## src/rtl/apple_placer_pkg.sv

```systemverilog
// apple_placer_pkg
// Shared definitions for the snake game blocks: default grid geometry, the cell
// count, the apple placer FSM state encoding and the LFSR step function.
// No ports; imported with "import apple_placer_pkg::*;".
package apple_placer_pkg;

   localparam int GRID_W_DEF = 7;
   localparam int GRID_H_DEF = 6;
   localparam int CELLS_DEF  = GRID_W_DEF * GRID_H_DEF;

   // Right-shifting Galois form of x^8+x^6+x^5+x^4+1
   localparam logic [7:0] LFSR_MASK = 8'hB8;

   typedef enum logic [1:0] {
      ST_IDLE = 2'd0,
      ST_SCAN = 2'd1,
      ST_DONE = 2'd2
   } state_t;

   function automatic logic [7:0] lfsr_step(input logic [7:0] l);
      return l[0] ? ((l >> 1) ^ LFSR_MASK) : (l >> 1);
   endfunction

endpackage

```

## src/rtl/apple_placer_lfsr.sv

```systemverilog
// apple_lfsr
// Free-running 8-bit Galois LFSR used as the random source for apple placement.
// Ports:
//   i_Clk    game clock
//   i_Reset  synchronous active-high reset, loads LFSR_SEED
//   o_Value  current LFSR state (never zero for a nonzero seed)
module apple_lfsr
   import apple_placer_pkg::*;
#(
   parameter logic [7:0] LFSR_SEED = 8'hA5
)(
   input  logic       i_Clk,
   input  logic       i_Reset,
   output logic [7:0] o_Value
);

   logic [7:0] r_Lfsr;

   always_ff @(posedge i_Clk) begin
      if (i_Reset) begin
         r_Lfsr <= LFSR_SEED;
      end else begin
         r_Lfsr <= lfsr_step(r_Lfsr);
      end
   end

   assign o_Value = r_Lfsr;

endmodule

```

## src/rtl/apple_placer.sv

```systemverilog
// apple_placer
// Picks a pseudo-random free grid cell for the next apple. Starting from a cell
// derived from the LFSR, it probes one cell per clock in raster order (wrapping
// at the last cell) until it finds one not covered by the snake, or reports that
// the grid is full after probing every cell once.
// Ports:
//   i_Clk        game clock
//   i_Reset      synchronous active-high reset
//   i_Req        placement request, accepted only when idle
//   i_Occupied   occupancy bitmap, bit n = cell Y*GRID_W+X; hold stable while busy
//   o_Busy       placement in progress
//   o_Valid      one-cycle pulse when a placement finishes
//   o_Full       no free cell found; stays set until the next accepted request
//   o_Apple_X/Y  apple coordinates, updated only when a free cell is found
//   o_Probe_Cnt  (only with APPLE_PLACER_PROBE_CNT_EN) probes used by the last
//                placement, 0 when the first probe was free
// Build option: APPLE_PLACER_PROBE_CNT_EN adds o_Probe_Cnt; placement is identical.
module apple_placer
   import apple_placer_pkg::*;
#(
   parameter int         GRID_W    = GRID_W_DEF,
   parameter int         GRID_H    = GRID_H_DEF,
   parameter logic [7:0] LFSR_SEED = 8'hA5
)(
   input  logic                     i_Clk,
   input  logic                     i_Reset,
   input  logic                     i_Req,
   input  logic [GRID_W*GRID_H-1:0] i_Occupied,
   output logic                     o_Busy,
   output logic                     o_Valid,
   output logic                     o_Full,
   output logic [2:0]               o_Apple_X,
   output logic [2:0]               o_Apple_Y
`ifdef APPLE_PLACER_PROBE_CNT_EN
   ,
   output logic [5:0]               o_Probe_Cnt
`endif
);

   localparam int         CELLS     = GRID_W * GRID_H;
   localparam logic [5:0] LAST_CELL = 6'(CELLS - 1);

   // Fold the raw 3-bit LFSR fields back into the grid by subtracting the
   // dimension once (7 -> 0 for columns; 6 -> 0, 7 -> 1 for rows).
   function automatic logic [5:0] start_cell(input logic [7:0] l);
      logic [2:0] x;
      logic [2:0] y;
      x = l[2:0];
      y = l[5:3];
      if (x >= 3'(GRID_W)) x = x - 3'(GRID_W);
      if (y >= 3'(GRID_H)) y = y - 3'(GRID_H);
      return {y, x};
   endfunction

   logic [7:0] w_Lfsr;

   apple_lfsr #(.LFSR_SEED(LFSR_SEED)) u_lfsr (
      .i_Clk   (i_Clk),
      .i_Reset (i_Reset),
      .o_Value (w_Lfsr)
   );

   state_t     r_State, w_NextState;
   logic [2:0] r_Cx, r_Cy, w_NextCx, w_NextCy;
   logic [5:0] r_Cnt, w_NextCnt;
   logic [2:0] r_AppleX, r_AppleY, w_NextAppleX, w_NextAppleY;
   logic       r_Full, w_NextFull;
   logic [5:0] w_Idx;
   logic       w_Free;
   logic [5:0] w_Start;

   // Constant multiply by the grid width keeps the index a shift/add tree
   assign w_Idx   = 6'(r_Cy) * 6'(GRID_W) + 6'(r_Cx);
   assign w_Free  = ~i_Occupied[w_Idx];
   assign w_Start = start_cell(w_Lfsr);

   always_comb begin
      w_NextState  = r_State;
      w_NextCx     = r_Cx;
      w_NextCy     = r_Cy;
      w_NextCnt    = r_Cnt;
      w_NextAppleX = r_AppleX;
      w_NextAppleY = r_AppleY;
      w_NextFull   = r_Full;
      case (r_State)
         ST_IDLE: begin
            if (i_Req) begin
               w_NextCx    = w_Start[2:0];
               w_NextCy    = w_Start[5:3];
               w_NextCnt   = 6'd0;
               w_NextFull  = 1'b0;
               w_NextState = ST_SCAN;
            end
         end
         ST_SCAN: begin
            if (w_Free) begin
               w_NextAppleX = r_Cx;
               w_NextAppleY = r_Cy;
               w_NextState  = ST_DONE;
            end else if (r_Cnt == LAST_CELL) begin
               // Every cell probed once and all were occupied
               w_NextCnt   = r_Cnt + 6'd1;
               w_NextFull  = 1'b1;
               w_NextState = ST_DONE;
            end else begin
               w_NextCnt = r_Cnt + 6'd1;
               if (r_Cx == 3'(GRID_W - 1)) begin
                  w_NextCx = 3'd0;
                  w_NextCy = (r_Cy == 3'(GRID_H - 1)) ? 3'd0 : r_Cy + 3'd1;
               end else begin
                  w_NextCx = r_Cx + 3'd1;
               end
            end
         end
         ST_DONE: begin
            w_NextState = ST_IDLE;
         end
         default: begin
            w_NextState = ST_IDLE;
         end
      endcase
   end

   always_ff @(posedge i_Clk) begin
      if (i_Reset) begin
         r_State  <= ST_IDLE;
         r_AppleX <= 3'd0;
         r_AppleY <= 3'd0;
         r_Full   <= 1'b0;
      end else begin
         r_State  <= w_NextState;
         r_AppleX <= w_NextAppleX;
         r_AppleY <= w_NextAppleY;
         r_Full   <= w_NextFull;
      end
   end

   // Scan pointer and probe counter are always loaded before use
   always_ff @(posedge i_Clk) begin
      r_Cx  <= w_NextCx;
      r_Cy  <= w_NextCy;
      r_Cnt <= w_NextCnt;
   end

`ifdef APPLE_PLACER_PROBE_CNT_EN
   logic [5:0] r_ProbeCnt;

   always_ff @(posedge i_Clk) begin
      if (i_Reset) begin
         r_ProbeCnt <= 6'd0;
      end else if (r_State == ST_SCAN && w_NextState == ST_DONE) begin
         r_ProbeCnt <= w_NextCnt;
      end
   end

   assign o_Probe_Cnt = r_ProbeCnt;
`endif

   assign o_Busy    = (r_State == ST_SCAN);
   assign o_Valid   = (r_State == ST_DONE);
   assign o_Full    = r_Full;
   assign o_Apple_X = r_AppleX;
   assign o_Apple_Y = r_AppleY;

endmodule

```

## config.mk

```make
export PLATFORM = sky130hd
export DESIGN_NAME = apple_placer
export DESIGN_NICKNAME = d
export VERILOG_FILES = /design/src/rtl/apple_placer_pkg.sv /design/src/rtl/apple_placer_lfsr.sv /design/src/rtl/apple_placer.sv
export SDC_FILE = /design/constraint.sdc
export NUM_CORES = 1
export LEC_CHECK = 0
export ABC_CLOCK_PERIOD_IN_PS = 4710
export CAP_MARGIN = 10
export CELL_PAD_IN_SITES_DETAIL_PLACEMENT = 0
export CELL_PAD_IN_SITES_GLOBAL_PLACEMENT = 1
export CORE_MARGIN = 2
export CORE_UTILIZATION = 37
export DETAILED_ROUTE_END_ITERATION = 7
export PLACE_DENSITY = 0.9
export SYNTH_ARGS = -nofsm -noshare
export SYNTH_HDL_FRONTEND = slang
export SYNTH_SLANG_ARGS = --single-unit
```

## constraint.sdc

```tcl
create_clock -name i_Clk -period 4.71 [get_ports i_Clk]
set_input_delay 1.1775 -clock i_Clk [delete_from_list [all_inputs] [get_ports i_Clk]]
set_output_delay 1.1775 -clock i_Clk [all_outputs]
set_load 0.02 [all_outputs]
```

==> flow_summary_export.csv, run 1 <==
group,metric,value,unit
detailed_routing,vias_per_cell,5.07,
final_layout,multiInputGateArea,1210,sq um
clock_tree,cts_sinks,29,
worst_hold_path,hold_class,"flop to flop",
sta,period_needed,4.29,ns
worst_setup_path,crit-reg2reg-launch,"r_Cy[0]",
final_layout,drive_gt1_frac,0.0732,
pwr,swShare,0.462,
grt,gr-total-overflow,0,
sta,max_freq,233,MHz
yosys,synth_area,2030,sq um
sta,worst_slew_pin_slew,0.903,ns
sta,slew_headroom,0.398,
outcome,status,"finished clean",
sta,rsz0062_at_grt,"no",
sta,setup_tns,0,ns
clock_tree,clkSlewWorstSetupHoldPaths,0.06,ns
die,io_pins,54,
sta,drv_slew,0,
final_layout,nNetsFinal,309,
yosys,synth-warning-count,0,
final_layout,diodes,0,
pwr,p_per_area,860,nW/um^2
pwr,internal_power,0.00125,W
clock_tree,clk_latency,0.28,ns
die,fp-row-count,26,
grt,antenna_found_initial,0,
worst_setup_path,cp-end-kind,"flop",
detailed_routing,drc_errors,0,
yosys,synth_nets,257,
clock_tree,cts_made_buffers,5,
worst_hold_path,holdPathStages,1,
final_layout,layout.area.seq,701,sq um
clock_tree,htreeDepth,2,
placed_design,hpwl,3670,um
yosys,ys_seq_area_frac,0.345,
worst_setup_path,reg2reg_depth,10,
clock_tree,cts_root_buffer,"clkbuf_8",
sta,final.period_utilization,0.911,
worst_hold_path,hp-start,"u_lfsr.o_Value[7]",
worst_setup_path,crit_path_max_fanout,17,
worst_setup_path,startpoint_type,"flop",
final_layout,fill_cells,497,
clock_tree,cts_resized,0,
die,die_h,78.1,um
yosys,ys_types,42,
clock_tree,cts-hold-fix-buffers,0,
sta,hold_violations,0,
die,die-area,6100,sq um
sta,final-setup-viol-count,0,
yosys,ys.flop_type,"dfxtp_1",
yosys,ys_async_sr_fraction,0,
detailed_routing,first_pass_iters,4,
die,die_w,78.1,um
yosys,netlist_instances,193,
grt,gr-usage-all-layers,0.165,
worst_hold_path,hold_end,"u_lfsr.o_Value[6]",
yosys,synth_area_per_cell,10.5,sq um
pwr,power_frac_seq,0.206,
pwr,comb_power_share,0.711,
worst_setup_path,worst_ep_required_time,4.74,ns
worst_setup_path,r2r_slack,0.42,ns
detailed_routing,wl,4630,um
die,core_area,5200,sq um
clock_tree,cts_tree,"yes",
pwr,leakage,1.08,nW
worst_setup_path,critPathKind,"flop to flop",
sta,timing.final.ws_setup,0.417,ns
detailed_routing,drtIter0Drc,88,
die,start_util,0.391,
worst_setup_path,r2r-end,"r_Cx[1]",
grt,grt_max_degree,27,
yosys,synth-edff-count,12,
grt,grt_pass1_wl,7830,um
placed_design,dp_slack,0.266,ns
pwr,power,0.00231,W
grt,grt_pass1_vias,1628,
sta,skew,0.00535,ns
final_layout,area_growth,32.3,%
worst_setup_path,worstPathArrival,4.32,ns
yosys,ys_ff_latch,29,
pwr,switching_power,0.00107,W
clock_tree,cts_setup_buffers,0,
pwr,ir_worst_vdd,0.784,mV
detailed_routing,post_drt_wl_per_cell,14.6,um
job,maxCapViolations,0,
placed_design,io_buffers,53,
detailed_routing,final_antenna_net_count,0,
pwr,p_clk_frac,0.083,
detailed_routing,dr_total_vias,1603,
placed_design,place_congestion,0.764,
clock_tree,cts_buffer_depth,2,
==> power groups by stage <==
stage                     Clock [W]  Combinational [W]  Sequential (W)
after global routing       0.000209            0.00186        0.000494
after detailed placement          0            0.00163        0.000483
final                      0.000193            0.00164        0.000476
after global placement            0            0.00160        0.000480
after floorplan                   0            0.00133        0.000494
after CTS                  0.000201            0.00165        0.000477
==> cell type report <==
class | count | area share
clock buffer | 6 | 0.0270
clock inverter | 2 | 0.00372
inverter | 18 | 0.0251
multi-input combinational | 137 | 0.451
sequential | 29 | 0.260
tap | 70 | 0.0326
timing repair buffer | 54 | 0.200
==> cells by family (layout without fill, tap and decap cells) <==
logic type,Yosys count,in the layout,synth area share
mux,15,15,0.158
simple gates,53,53,0.136
buf+inv,27,80,0.0591
xor+xnor,9,9,0.0388
fa+ha+maj,19,19,0.132
flops,29,29,0.345
compound gates,41,41,0.132
==> flip-flops by register name (all words and copies together) (netlist names) <==
name            count
o_Apple_X           3
o_Apple_Y           3
o_Full              1
r_Cnt               6
r_Cx                3
r_Cy                3
r_State             2
u_lfsr.o_Value      8
==> Yosys cell counts (all sizes together), types with 2 or more instances <==
cell    instances  area (sq um)
nand2b          2          12.5
or3             5          31.3
nand3b          2          15.0
mux4           11           282
o22ai           2          12.5
nor2           11          41.3
or2             3          18.8
clkbuf          6          22.5
o41ai           3          41.3
xor2            3          26.3
nand3           4          20.0
edfxtp         12           360
nor3            3          15.0
a21oi          12          60.1
inv            17          63.8
and3            2          12.5
nor2b           9          56.3
ha             15           188
fa              4          80.1
dfxtp          17           340
o21ai          13          65.1
a211oi          2          15.0
mux2i           4          40.0
xnor2           6          52.6
buf             3          30.0
a31oi           2          12.5
nand2           9          33.8
==> worst max-delay path, stage by stage (launching register included) <==
cell and delay (ns):
edfxtp_1 0.49, fa_1 0.58, inv_1 0.06, fa_1 0.50, fa_1 0.47, xor2_1 0.45, mux4_2 0.58, o211a_1 0.12
a211o_2 0.43, a31oi_1 0.25, inv_1 0.11
==> routing by layer <==
metal | share of wire | track usage | vias up
li1 | - | - | 803
met1 | 0.48 | 0.214 | 766
met2 | 0.48 | 0.278 | 27
met3 | 0.026 | 0.0299 | 7
met4 | 0.014 | 0.0526 | 0
met5 | 0 | 0 | -
==> worst max path at each step <==
| stage | from | endpoint | slack, ns | cells past startpoint |
|---|---|---|---|---|
| finish | r_Cy[0] | r_Cx[1] | 0.42 | 10 |
| global route | r_Cy[0] | r_Cx[1] | 0.1 | 10 |
| CTS | r_Cy[0] | r_Cnt[1] | 0.27 | 11 |
| detailed placement | r_Cy[0] | r_Cnt[1] | 0.27 | 11 |
| global placement | r_Cy[0] | r_Cnt[1] | 0.37 | 11 |
| floorplan | r_Cy[0] | r_Cy[0] | 0.62 | 11 |
==> metrics by stage <==
step	utilization	hold WS [ns]	cell area (sq um)	instances
floorplan	-	0.414	2030	193
global placement	0.501	0.424	2610	308
detailed placement	0.501	0.438	2610	308
CTS	0.517	0.452	2690	316
global route	0.517	0.464	2690	316
finish	0.517	0.442	2690	316
==> placed cells by master (no fill, tap or decap), types with 4 or more instances in the layout <==
cell type	netlist	layout
nand2_1	9	9
inv_1	17	17
or3_1	5	5
ha_1	15	15
dfxtp_1	17	17
clkbuf_8	0	5
o21ai_0	12	12
nor2_1	11	11
edfxtp_1	12	12
fa_1	4	4
nand3_1	4	4
mux2i_1	4	4
clkdlybuf4s50_1	0	53
a21oi_1	12	12
mux4_1	9	9
xnor2_1	6	6
nor2b_1	9	9
Power figures use the tool's default switching activity.
==> run 2: changes to the inputs <==
==> constraint.sdc (replaced) <==
create_clock -name i_Clk -period 4.71 [get_ports i_Clk]
set_input_delay 0.942 -clock i_Clk [delete_from_list [all_inputs] [get_ports i_Clk]]
set_output_delay 0.942 -clock i_Clk [all_outputs]
set_load 0.02 [all_outputs]
==> results of run 2 <==
Final layout, timing and power as in run 1 (identical DEF).
==> run 3: changes to the inputs <==
- ABC_CLOCK_PERIOD_IN_PS: 4710 -> unset
- CORE_MARGIN: 2 -> unset
- SLEW_MARGIN: unset -> 20
==> flow_summary_export.csv, run 3 (synthesis results as in run 1) <==
group,metric,value,unit
die,core_area,5200,sq um
grt,grt_max_degree,27,
grt,gr-total-overflow,0,
sta,skew,0.00478,ns
grt,antenna_found_initial,0,
final_layout,area_growth,35.3,%
detailed_routing,dr_total_vias,1626,
die,die_h,76.1,um
worst_setup_path,worstPathArrival,4.44,ns
final_layout,nNetsFinal,309,
die,die_w,76.1,um
sta,rsz0062_at_grt,"no",
die,die-area,5800,sq um
detailed_routing,wl,4750,um
job,maxCapViolations,0,
sta,slew_headroom,0.367,
clock_tree,cts_sinks,29,
worst_setup_path,startpoint_type,"flop",
sta,timing.final.ws_setup,0.263,ns
worst_setup_path,cp-end-kind,"flop",
sta,worst_slew_pin_slew,0.950,ns
sta,final.period_utilization,0.944,
die,fp-row-count,26,
final_layout,diodes,0,
worst_setup_path,worst_ep_required_time,4.71,ns
sta,max_freq,225,MHz
final_layout,final_cell_mix,"53 x clkdlybuf4s50_1, 17 x inv_1, 17 x dfxtp_1",
grt,grt_pass1_wl,7780,um
clock_tree,cts_root_buffer,"clkbuf_8",
final_layout,mostFrequentLayoutCell,"clkdlybuf4s50_1",
sta,period_needed,4.45,ns
final_layout,post-route-util,0.528,
clock_tree,htreeDepth,2,
sta,setup_tns,0,ns
die,io_pins,54,
die,start_util,0.391,
detailed_routing,vias_per_cell,5.15,
grt,gr-usage-all-layers,0.170,
worst_hold_path,hold_class,"flop to flop",
clock_tree,clkSlewWorstSetupHoldPaths,0.07,ns
detailed_routing,final_antenna_net_count,0,
final_layout,drive_gt1_frac,0.0813,
placed_design,dp_slack,0.265,ns
clock_tree,cts_buffer_depth,2,
detailed_routing,drc_errors,0,
placed_design,io_buffers,53,
detailed_routing,drtIter0Drc,56,
detailed_routing,first_pass_iters,5,
sta,drv_slew,0,
clock_tree,clk_latency,0.28,ns
placed_design,place_congestion,0.770,
detailed_routing,post_drt_wl_per_cell,15.0,um
sta,final-setup-viol-count,0,
clock_tree,cts_tree,"yes",
outcome,status,"finished clean",
placed_design,dp_cells,308,
sta,hold_violations,0,
clock_tree,cts_made_buffers,5,
clock_tree,cts_setup_buffers,0,
worst_setup_path,critPathKind,"flop to flop",
placed_design,hpwl,3690,um
final_layout,fill_cells,481,
final_layout,finalNonFillerCells,316,
grt,grt_pass1_vias,1607,
final_layout,largest_register_ffs,8,
clock_tree,cts-hold-fix-buffers,0,
worst_setup_path,crit_path_max_fanout,17,
run 3: critical path, stage by stage (launching register included):
cell      delay, ns
edfxtp_1       0.49
fa_1           0.58
inv_1          0.06
fa_1           0.50
fa_1           0.50
xor2_2         0.22
or3_1          0.37
a31o_2         0.25
nor4_1         0.16
a211o_1        0.43
nand2_1        0.10
o41ai_1        0.31
buf_4          0.20
run 3: layout make-up:
class / instances / area, sq um / share of cell area
inverter: 18 / 67.6 / 0.0246
multi-input combinational: 137 / 1220 / 0.444
clock inverter: 3 / 65.1 / 0.0237
tap: 70 / 87.6 / 0.0318
sequential: 29 / 701 / 0.255
clock buffer: 5 / 68.8 / 0.0250
timing repair buffer: 54 / 538 / 0.196
run 3: repair_timing:
item,4_1_cts,5_1_grt
resized for setup,0,2
hold endpoints to repair,0,0
endpoints found under the setup margin,0,9
run 3: path summary, 6_finish.rpt:
kind,from,end,slack [ns],depth (start not counted)
min,u_lfsr.o_Value[7],u_lfsr.o_Value[6],0.44,1
max reg2reg,r_Cy[0],r_Cy[2],0.26,12
max,r_Cy[0],r_Cy[2],0.26,12
min reg2reg,u_lfsr.o_Value[7],u_lfsr.o_Value[6],0.44,1
run 3: stage by stage:
| stage | hold WS [ns] | cell area [sq um] |
|---|---|---|
| after floorplan | 0.414 | 2030 |
| after global placement | 0.419 | 2610 |
| after detailed placement | 0.427 | 2610 |
| after CTS | 0.443 | 2740 |
| after global routing | 0.455 | 2750 |
| final | 0.441 | 2750 |
run 3: metal layers:
metal | GRT usage | vias to the layer above | wire (um) | share of wire
met1 | 0.228 | 791 | 2320 | 0.49
met2 | 0.289 | 28 | 2270 | 0.48
met5 | 0 | - | 0 | 0
met4 | 0.0346 | 0 | 19 | 0.0040
met3 | 0.0263 | 2 | 135 | 0.028
li1 | - | 805 | - | -
Power of run 3 is left out: the tool's default activity adds up to more than one toggle a clock period on the data nets, which glitch-free logic cannot reach.
==> RTL change (settings of run 2) <==
Add a define of `APPLE_PLACER_PROBE_CNT_EN`.
--- a/src/rtl/apple_placer.sv
+++ b/src/rtl/apple_placer.sv
@@ -15,6 +15,8 @@
 //   o_Probe_Cnt  (only with APPLE_PLACER_PROBE_CNT_EN) probes used by the last
 //                placement, 0 when the first probe was free
 // Build option: APPLE_PLACER_PROBE_CNT_EN adds o_Probe_Cnt; placement is identical.
+`define APPLE_PLACER_PROBE_CNT_EN
+
 module apple_placer
    import apple_placer_pkg::*;
 #(
Function (old outputs only; new: o_Probe_Cnt): kept (equiv_simple and equiv_induct, registers matched by name and starting in step).
==> RTL change against run 2 <==
Area after synthesis rose by 13%. Setup slack got worse by 0.029 ns. Core utilization fell by 0.61 points. Wire length rose by 19%. Sequential cell count rose by 6. Final area rose by 13%.
Power is not shown: default switching activity piles up to over one toggle a cycle in this logic, so the estimate is an artifact.
==> RTL change: results (changes against run 2) <==
* Seq/total area: 25.0% (was 26.0%)
* Minimum clock period: 4.32 ns (was 4.29 ns)
- Worst Setup EP: r_Cy[2]$_DFFE_PP_ (was r_Cx[1]$_DFFE_PP_)
* Proportion of synthesized chip area in sequential cells: 33.1% (was 34.5%)
- Leading post-synthesis cells by cell area: sky130_fd_sc_hd__dfxtp_1 (25%), sky130_fd_sc_hd__mux4_1 (9.1%), sky130_fd_sc_hd__ha_1 (8.2%) (was sky130_fd_sc_hd__edfxtp_1 (18%), sky130_fd_sc_hd__dfxtp_1 (17%), sky130_fd_sc_hd__mux4_1 (12%)).
- Iteration-0 DRC Markers: 113 (was 88)
- The number of sequential cells in the layout came to 35 (was 29).
- The worst hold slack after final layout came to 0.444 ns (was 0.442 ns).
- Post-route insts no fill: 376 (was 316)
* Cell area after placement: 2930 sq um (was 2610 sq um)
- Synth cell count leaders: sky130_fd_sc_hd__dfxtp_1 (29), sky130_fd_sc_hd__nor2_1 (24), sky130_fd_sc_hd__a21oi_1 (18), sky130_fd_sc_hd__inv_1 (18) (was sky130_fd_sc_hd__dfxtp_1 (17), sky130_fd_sc_hd__inv_1 (17), sky130_fd_sc_hd__ha_1 (15))
- Routability cong.: 0.814 (was 0.764)
* Multi-input gate count: 180 (was 137)
* Combined global-route utilization of all metal layers: 16.7% (was 16.5%)
* Largest net degree at the start of global routing: 24 (was 27)
* R2R cell count: 12 (was 10)
- Layout cells sized above 1: 5.98% (was 7.32%)
* Mean instance size in the synthesized netlist: 9.39 sq um (was 10.5 sq um)
- Final core area utilization: 51.1% (was 51.7%)
- Routed wl met2: 2650 microns (was 2210 microns)
- Share of synthesized area spent on multiplexers: 14.6% (was 15.8%)
* CP max FO: 7 (was 17)
* Area taken by multi-input logic gates: 1410 sq um (was 1210 sq um)
- Placed wire-length estimate: 4160 microns (was 3670 microns)
* Net total in the final layout: 364 (was 309)
- Global-route wire length before repair: 9470 microns (was 7830 microns)
* Total placed cells including tap cells: 368 (was 308)
- Data arrival at the endpoint of the critical path: 4.29 ns (was 4.32 ns)
- Compound-Gate Fraction of Synth Area: 12.1% (was 13.2%)
* Worst slack at placement: 0.412 ns (was 0.266 ns)
- Via Count: 1991 (was 1603)
* Post-synth EDFFs: 6 (was 12)
- The number of different library cells in the post-synthesis netlist came to 45 (was 42).
- The via count of the first global-routing pass came to 1944 (was 1628).
* Detailed route wirelength on metal3: 208 microns (was 121 microns)
- The slack of the worst reg-to-reg path came to 0.39 ns (was 0.42 ns).
* Number of filler instances in the final layout: 560 (was 497)
- The adder-cell area share of the yosys netlist was 11.6% (was 13.2%).
- Design area: 3040 sq um (was 2690 sq um)
* Total length of routed wires: 5510 microns (was 4630 microns)
* Run status: complete, no violations (unchanged)
- The sum of routed wire segments on met1 came to 2590 microns (was 2240 microns).
- Relative area of clock buffers and inverters in the final design: 3.70% (was 3.07%)
* Layout non-clock buf frac: 19.7% (was 20.0%)
* Clock tree buffer count of the final layout: 5 (was 6)
- Post-Route Skew: 0.00406 ns (was 0.00535 ns)
- Net Count, Synth: 309 (was 257)
- Count of non-CTS buffers in the layout: 60 (was 54)
## RTL change: changes by cell type in the layout (fill, tap and decap cells not counted), moves of 3 or more
cell and delta:
sky130_fd_sc_hd__dfxtp_1 +12, sky130_fd_sc_hd__nor3_1 +7, sky130_fd_sc_hd__nand4_1 +4, sky130_fd_sc_hd__clkdlybuf4s50_1 +6, sky130_fd_sc_hd__edfxtp_1 -6, sky130_fd_sc_hd__nor2_1 +13, sky130_fd_sc_hd__or3_1 -3, sky130_fd_sc_hd__nand2_1 +3
sky130_fd_sc_hd__a21oi_1 +6, sky130_fd_sc_hd__nand3_1 +11, sky130_fd_sc_hd__mux2i_1 +4
## RTL change: layer usage
metal  vias to the layer above  GRT usage (%)
li1                        989              -
met3                         7           2.78
met1                       947           22.6
met2                        48           27.1
met5                         -              0
met4                         0           5.37
## RTL change: logic make-up after synthesis
logic type	Yosys count
mux	18
simple gates	91
fa+ha+maj	19
xor+xnor	7
flops	35
buf+inv	30
compound gates	45
